<file path="config.mk">
export PLATFORM = sky130hd
export DESIGN_NAME = oled_sdi_receiver
export DESIGN_NICKNAME = d
export VERILOG_FILES = /design/src/rtl/oled_pkg.sv /design/src/rtl/oled_sdi_shifter.sv /design/src/rtl/oled_sdi_receiver.sv
export SDC_FILE = /design/constraint.sdc
export NUM_CORES = 1
export LEC_CHECK = 0
export BUFFER_PORTS_ARGS = -buffer_cell sky130_fd_sc_hd__buf_2
export CAP_MARGIN = 30
export CORE_ASPECT_RATIO = 1.1
export CORE_MARGIN = 2
export CORE_UTILIZATION = 30
export DETAILED_ROUTE_END_ITERATION = 8
export GPL_ROUTABILITY_DRIVEN = 1
export GPL_TIMING_DRIVEN = 0
export MAX_ROUTING_LAYER = met4
export SLEW_MARGIN = 40
export SYNTH_ARGS = -nofsm -noshare
export SYNTH_HDL_FRONTEND = slang
export SYNTH_HIERARCHICAL = 1
export SYNTH_SLANG_ARGS = --single-unit
export TNS_END_PERCENT = 1
</file>
<file path="constraint.sdc">
create_clock -name HCLK -period 4.1 [get_ports HCLK]
set_clock_uncertainty 0.15 [all_clocks]
set_input_delay 0.205 -clock HCLK [delete_from_list [all_inputs] [get_ports HCLK]]
set_output_delay 0.205 -clock HCLK [all_outputs]
set_load 0.05 [all_outputs]
</file>
<file path="src/rtl/oled_pkg.sv">
// Shared command codes, decoder states and address helpers for the OLED serial receiver.
package oled_pkg;

  localparam int unsigned AddrW = 7;
  localparam int unsigned PixW  = 16;

  localparam logic [7:0] SetX       = 8'h15;
  localparam logic [7:0] SetY       = 8'h75;
  localparam logic [7:0] SetPixel   = 8'h5C;
  localparam logic [7:0] CmdNormal  = 8'hA6;
  localparam logic [7:0] CmdInverse = 8'hA7;

  typedef enum logic [2:0] {
    StIdle,
    StColStart,
    StColEnd,
    StRowStart,
    StRowEnd,
    StPixHi,
    StPixLo
  } dec_state_e;

  // Limit a window address to the highest legal value.
  function automatic logic [AddrW-1:0] clamp_addr(input logic [AddrW-1:0] v,
                                                  input logic [AddrW-1:0] lim);
    return (v > lim) ? lim : v;
  endfunction

endpackage

</file>
<file path="src/rtl/oled_sdi_shifter.sv">
// Serial byte capture: SCLK edge detect, 8-bit shift, nCS abort detection.
module oled_sdi_shifter (
  input  logic       HCLK,
  input  logic       HRESETn,
  input  logic       nCS,
  input  logic       DnC,
  input  logic       SDIN,
  input  logic       SCLK,
  output logic       byte_valid,
  output logic [7:0] byte_data,
  output logic       byte_dnc,
  output logic       abort_err
);

  logic       sclk_q;
  logic [6:0] shreg;
  logic [2:0] bit_cnt;

  // Sample bits on SCLK rising edges; deselect discards any partial byte.
  always_ff @(posedge HCLK or negedge HRESETn) begin
    if (!HRESETn) begin
      sclk_q     <= 1'b0;
      shreg      <= '0;
      bit_cnt    <= '0;
      byte_valid <= 1'b0;
      byte_data  <= '0;
      byte_dnc   <= 1'b0;
      abort_err  <= 1'b0;
    end else begin
      sclk_q     <= SCLK;
      byte_valid <= 1'b0;
      abort_err  <= 1'b0;
      if (nCS) begin
        bit_cnt   <= '0;
        abort_err <= (bit_cnt != 3'd0);
      end else if (SCLK && !sclk_q) begin
        shreg   <= {shreg[5:0], SDIN};
        bit_cnt <= bit_cnt + 3'd1;
        if (bit_cnt == 3'd7) begin
          byte_valid <= 1'b1;
          byte_data  <= {shreg, SDIN};
          byte_dnc   <= DnC;
        end
      end
    end
  end

endmodule

</file>
<file path="src/rtl/oled_sdi_receiver.sv">
// OLED 4-wire serial receiver: decodes window/pixel/inversion commands into frame-buffer writes.
module oled_sdi_receiver
  import oled_pkg::*;
#(
  parameter int unsigned ColMax   = 127,
  parameter int unsigned RowMax   = 127,
  parameter int unsigned ErrWidth = 8
) (
  input  logic                HCLK,
  input  logic                HRESETn,
  input  logic                nCS,
  input  logic                DnC,
  input  logic                SDIN,
  input  logic                SCLK,
  output logic                pix_we,
  output logic [AddrW-1:0]    pix_x,
  output logic [AddrW-1:0]    pix_y,
  output logic [PixW-1:0]     pix_data,
  output logic                inverted,
  output logic                frame_done,
  output logic [ErrWidth-1:0] err_count
);

  logic       byte_valid;
  logic [7:0] byte_data;
  logic       byte_dnc;
  logic       abort_err;

  oled_sdi_shifter u_shifter (
    .HCLK       (HCLK),
    .HRESETn    (HRESETn),
    .nCS        (nCS),
    .DnC        (DnC),
    .SDIN       (SDIN),
    .SCLK       (SCLK),
    .byte_valid (byte_valid),
    .byte_data  (byte_data),
    .byte_dnc   (byte_dnc),
    .abort_err  (abort_err)
  );

  dec_state_e       state_q, state_d;
  logic [AddrW-1:0] col_start, col_end, row_start, row_end;
  logic [AddrW-1:0] cur_x, cur_y;
  logic [7:0]       hi_q;

  logic col_start_we, col_end_we, row_start_we, row_end_we;
  logic hi_we, pix_fire, cur_load, inv_set, inv_clr, dec_err;

  logic [AddrW-1:0] win_col, win_row;
  logic [1:0]       err_inc;
  logic [ErrWidth:0] err_sum;

  assign win_col = clamp_addr(byte_data[6:0], AddrW'(ColMax));
  assign win_row = clamp_addr(byte_data[6:0], AddrW'(RowMax));
  assign err_inc = {1'b0, abort_err} + {1'b0, dec_err};
  assign err_sum = {1'b0, err_count} + (ErrWidth+1)'(err_inc);

  // Decoder state register.
  always_ff @(posedge HCLK or negedge HRESETn) begin
    if (!HRESETn) state_q <= StIdle;
    else          state_q <= state_d;
  end

  // Next state: commands override any state, data bytes walk the sequence.
  always_comb begin
    state_d = state_q;
    if (byte_valid) begin
      if (!byte_dnc) begin
        case (byte_data)
          SetX:     state_d = StColStart;
          SetY:     state_d = StRowStart;
          SetPixel: state_d = StPixHi;
          default:  state_d = StIdle;
        endcase
      end else begin
        case (state_q)
          StColStart: state_d = StColEnd;
          StRowStart: state_d = StRowEnd;
          StPixHi:    state_d = StPixLo;
          StPixLo:    state_d = StPixHi;
          default:    state_d = StIdle;
        endcase
      end
    end
  end

  // Decoder actions for the byte presented this cycle.
  always_comb begin
    col_start_we = 1'b0;
    col_end_we   = 1'b0;
    row_start_we = 1'b0;
    row_end_we   = 1'b0;
    hi_we        = 1'b0;
    pix_fire     = 1'b0;
    cur_load     = 1'b0;
    inv_set      = 1'b0;
    inv_clr      = 1'b0;
    dec_err      = 1'b0;
    if (byte_valid) begin
      if (!byte_dnc) begin
        case (byte_data)
          SetX, SetY: ;
          SetPixel:   cur_load = 1'b1;
          CmdNormal:  inv_clr  = 1'b1;
          CmdInverse: inv_set  = 1'b1;
          default:    dec_err  = 1'b1;
        endcase
      end else begin
        case (state_q)
          StColStart: col_start_we = 1'b1;
          StColEnd:   col_end_we   = 1'b1;
          StRowStart: row_start_we = 1'b1;
          StRowEnd:   row_end_we   = 1'b1;
          StPixHi:    hi_we        = 1'b1;
          StPixLo:    pix_fire     = 1'b1;
          default:    dec_err      = 1'b1;
        endcase
      end
    end
  end

  // Window registers, raster cursor, pixel outputs and saturating error counter.
  always_ff @(posedge HCLK or negedge HRESETn) begin
    if (!HRESETn) begin
      col_start  <= '0;
      col_end    <= AddrW'(ColMax);
      row_start  <= '0;
      row_end    <= AddrW'(RowMax);
      cur_x      <= '0;
      cur_y      <= '0;
      hi_q       <= '0;
      pix_we     <= 1'b0;
      pix_x      <= '0;
      pix_y      <= '0;
      pix_data   <= '0;
      inverted   <= 1'b0;
      frame_done <= 1'b0;
      err_count  <= '0;
    end else begin
      pix_we     <= 1'b0;
      frame_done <= 1'b0;
      if (col_start_we) col_start <= win_col;
      if (col_end_we)   col_end   <= (win_col > col_start) ? win_col : col_start;
      if (row_start_we) row_start <= win_row;
      if (row_end_we)   row_end   <= (win_row > row_start) ? win_row : row_start;
      if (hi_we)        hi_q      <= byte_data;
      if (inv_set)      inverted  <= 1'b1;
      if (inv_clr)      inverted  <= 1'b0;
      if (cur_load) begin
        cur_x <= col_start;
        cur_y <= row_start;
      end
      if (pix_fire) begin
        pix_we   <= 1'b1;
        pix_x    <= cur_x;
        pix_y    <= cur_y;
        pix_data <= {hi_q, byte_data};
        if (cur_x == col_end) begin
          cur_x <= col_start;
          if (cur_y == row_end) begin
            cur_y      <= row_start;
            frame_done <= 1'b1;
          end else begin
            cur_y <= cur_y + AddrW'(1);
          end
        end else begin
          cur_x <= cur_x + AddrW'(1);
        end
      end
      if (err_inc != 2'd0) begin
        err_count <= err_sum[ErrWidth] ? '1 : err_sum[ErrWidth-1:0];
      end
    end
  end

endmodule

</file>
==> summary.txt <==
Floorplanning
  – Initial core utilization: 30.7%
  – Die H: 148 um
  – Die Span X: 135 um
  – Ports: 47
  – Die area: 19900 um2
  – Core Area: 18400 um2
  – FP Rows: 52

Drt
  – Iter 0 DRT Violations: 228
  – Vias per inst: 4.62
  – Post-route DRC: 0
  – DR WL/cell: 14.1 um
  – Routed wire length: 12.6 mm
  – Vias: 4113
  – Routed Antenna Nets: 0
  – Pre-Repair DR Iteration Count: 5

Clock network
  – Clock transition at path regs: 0.06 ns
  – Post-CTS setup buffer count: 0
  – H-tree depth: 4
  – Clock tree sinks: 116
  – Clk_lat worst skew: 0.43 ns
  – Root buf cell: clkbuf_16
  – Clock buffer count from CTS: 17
  – CTS tree: yes
  – Clk buf depth: 2

Pwr
  – Lkg Pwr: 3.38 nW
  – Worst vdd ir: 0.332 mV
  – Pwr dens: 412 nW/um2
  – Power consumption: 2.83 mW

Synth
  – Adder-cell share of the synthesized area: 5.45%
  – Sequential area share after synthesis: 51.7%
  – Synthesized area per cell: 9.98 um2
  – Top_reg_cell synth: dfrtp_1
  – Ys async rst share: 100%
  – Mapped Cells: 566
  – Xor-xnor portion of the synthesized cell area: 2.95%
  – Post-synthesis cell type count: 55
  – Post-synth EDFFs: 0
  – Compound-Gate Fraction of Synth Area: 10.1%
  – Synth Cell Area: 5650 um2
  – Mux share of post-synthesis cell area: 8.38%
  – Syn_nets: 596
  – Main combinational cell family by area after synthesis: simple AND/OR/NAND/NOR gates
  – Synth Register Bits: 116
  – Post-Synth Simple-Gate Area: 16.8%
  – YS warnings: 6

Global route
  – Initial antenna violation count: 0
  – Gr ovfl total: 0
  – First-pass GRT wire length: 20.7 mm
  – Number of global-route vias before repair: 3968
  – Pin count of the biggest net entering global routing: 74
  – Gr usage total: 13.9%

Worst setup path
  – Worst-path fanout max: 10
  – Worst EP required: 4.30 ns
  – R2R Setup Slk: 0.39 ns
  – Worst path top cell family by delay: simple AND/OR/NAND/NOR gates
  – Critical path class: reg2reg
  – Crit end category: register
  – Critical-path top delay cell: dfrtp_1
  – Worst path buffer plus inverter count: 2
  – CP Data Arrival Time: 3.91 ns
  – Worst Setup Start Kind: register
  – Critical Path Max Stage Delay: 0.59 ns
  – CP cell instances: and4bb_1, a31oi_1, o21ai_0, a311oi_1, inv_1, ha_1, ha_1, inv_1, fa_1, nor2_1, and3_1, and2_1, nand4_1, o211ai_1

STA
  – Final TNS setup: 0 ns
  – Final setup viols: 0
  – Post-route setup slack: 0.386 ns
  – FMAX: 0.269 GHz
  – Final Hold Fails: 0
  – Fin crit period: 3.71 ns
  – Worst Tran Pin Value: 0.681 ns
  – Hold WS: 0.109 ns
  – Max Transition Viols Final: 0
  – Period utilisation layout: 90.6%
  – Max-slew headroom: 54.5%
  – Unrepaired setup endpoints after global routing: false

Placed design
  – Gpl congestion: 0.820
  – Setup WS pre-CTS: 0.145 ns
  – Post-DP HPWL: 8.88 mm
  – Placed inst area: 6220 um2
  – Buffers on Ports: 46

Cells and area
  – Most frequent cells in the layout: nand2_1 (111), dfrtp_1 (102), buf_2 (54)
  – Post-route cell area: 6870 um2
  – Final-stage net count: 665
  – Number of diodes: 0
  – Most common cell after layout, fill and taps aside: nand2_1
  – Area grow syn2layout: 21.6%
  – Fill count: 1838
  – Ratio of cells with drive above 1 in the final layout: 22.4%

Job
  – Max-cap check violation count: 0

Status
  – Status: finished, final reports clean

Worst hold path
  – Worst min-delay path class: in2async
==> registers in the layout (all words and copies together), names as in the netlist, 3 cells and up <==
register / flops
col_end: 7
col_start: 7
cur_x: 7
cur_y: 7
err_count: 8
hi_q: 8
pix_data: 16
pix_x: 7
pix_y: 7
row_end: 7
row_start: 7
state_q: 3
u_shifter/bit_cnt: 3
u_shifter/byte_data: 8
u_shifter/shreg: 7
==> cells by family after synthesis <==
group | Yosys count
fa+ha+maj | 24
simple gates | 205
flops | 116
compound gates | 97
mux | 44
buf+inv | 61
xor+xnor | 19
==> report_power, final <==
| part | switching, mW | internal (mW) | total (mW) |
|---|---|---|---|
| sequential | 0.0271 | 1.19 | 1.21 |
| clock | 0.535 | 0.957 | 1.49 |
| combinational | 0.0759 | 0.0502 | 0.126 |
| total | 0.638 | 2.19 | 2.83 |
==> through the flow <==
stage | util, % | std cells
2_1_floorplan | - | 566
3_3_place_gp | 33.6 | 855
3_5_place_dp | 33.8 | 856
4_1_cts | 37.3 | 893
5_1_grt | 37.3 | 891
6_report | 37.3 | 891
==> cell type report <==
| type | count | area [um2] | area share, % |
|---|---|---|---|
| multi-input cells | 389 | 2470 | 35.9 |
| well taps | 243 | 304 | 4.43 |
| clock inverters | 11 | 126 | 1.84 |
| inverters | 32 | 120 | 1.75 |
| flip-flops and latches | 116 | 2920 | 42.5 |
| repair buffers | 52 | 318 | 4.63 |
| clock buffers | 21 | 480 | 6.99 |
| plain buffers | 27 | 133 | 1.93 |
==> timing repair <==
item | CTS | global route
hold endpoints to repair | 112 | 0
hold buffers | 5 | 0
setup endpoints to repair | 0 | 6
resized for setup | 0 | 2
==> synthesized netlist by cell type (3+ instances only) <==
| cell type | count | share of area [%] |
|---|---|---|
| a31oi_1 | 3 | 0.33 |
| buf_2 | 9 | 0.80 |
| nand4_1 | 6 | 0.66 |
| nor2b_1 | 8 | 0.89 |
| clkbuf_1 | 16 | 1.1 |
| xnor2_1 | 16 | 2.5 |
| o21ai_0 | 34 | 3.0 |
| dfstp_2 | 14 | 6.5 |
| inv_1 | 31 | 2.1 |
| a221o_1 | 3 | 0.53 |
| xor2_1 | 3 | 0.47 |
| o211ai_1 | 3 | 0.40 |
| ha_1 | 23 | 5.1 |
| mux2i_1 | 18 | 3.2 |
| dfrtp_1 | 102 | 45 |
| nand3_1 | 14 | 1.2 |
| nor3_1 | 5 | 0.44 |
| o21ai_1 | 4 | 0.35 |
| mux2_2 | 26 | 5.2 |
| nand2_1 | 111 | 7.4 |
| nor2_1 | 37 | 2.5 |
| nor3b_1 | 3 | 0.40 |
| and3_1 | 4 | 0.44 |
| a21oi_1 | 35 | 3.1 |
==> per-layer routing <==
metal	vias up	global-route usage [%]	routed length, um
met5	-	-	0
met4	0	4.21	173
met3	18	4.36	616
met2	69	21.2	5800
met1	1973	17.6	5970
li1	2053	-	-
==> path summary, 6_finish.rpt <==
path / start / end / cells past startpoint
max: u_shifter/byte_data[0]$_DFFE_PN0P_ / err_count[1]$_DFFE_PN0P_ / 14
max in group asynchronous: HRESETn / col_end[5]$_DFFE_PN1P_ / 3
min: HRESETn / u_shifter/bit_cnt[0]$_DFFE_PN0P_ / 2
min reg2reg: pix_y[5]$_DFFE_PN0P_ / pix_y[5]$_DFFE_PN0P_ / 2
max reg2reg: u_shifter/byte_data[0]$_DFFE_PN0P_ / err_count[1]$_DFFE_PN0P_ / 14
min in group HCLK: pix_y[5]$_DFFE_PN0P_ / pix_y[5]$_DFFE_PN0P_ / 2
Note: power is estimated with default switching activity, not from simulation.
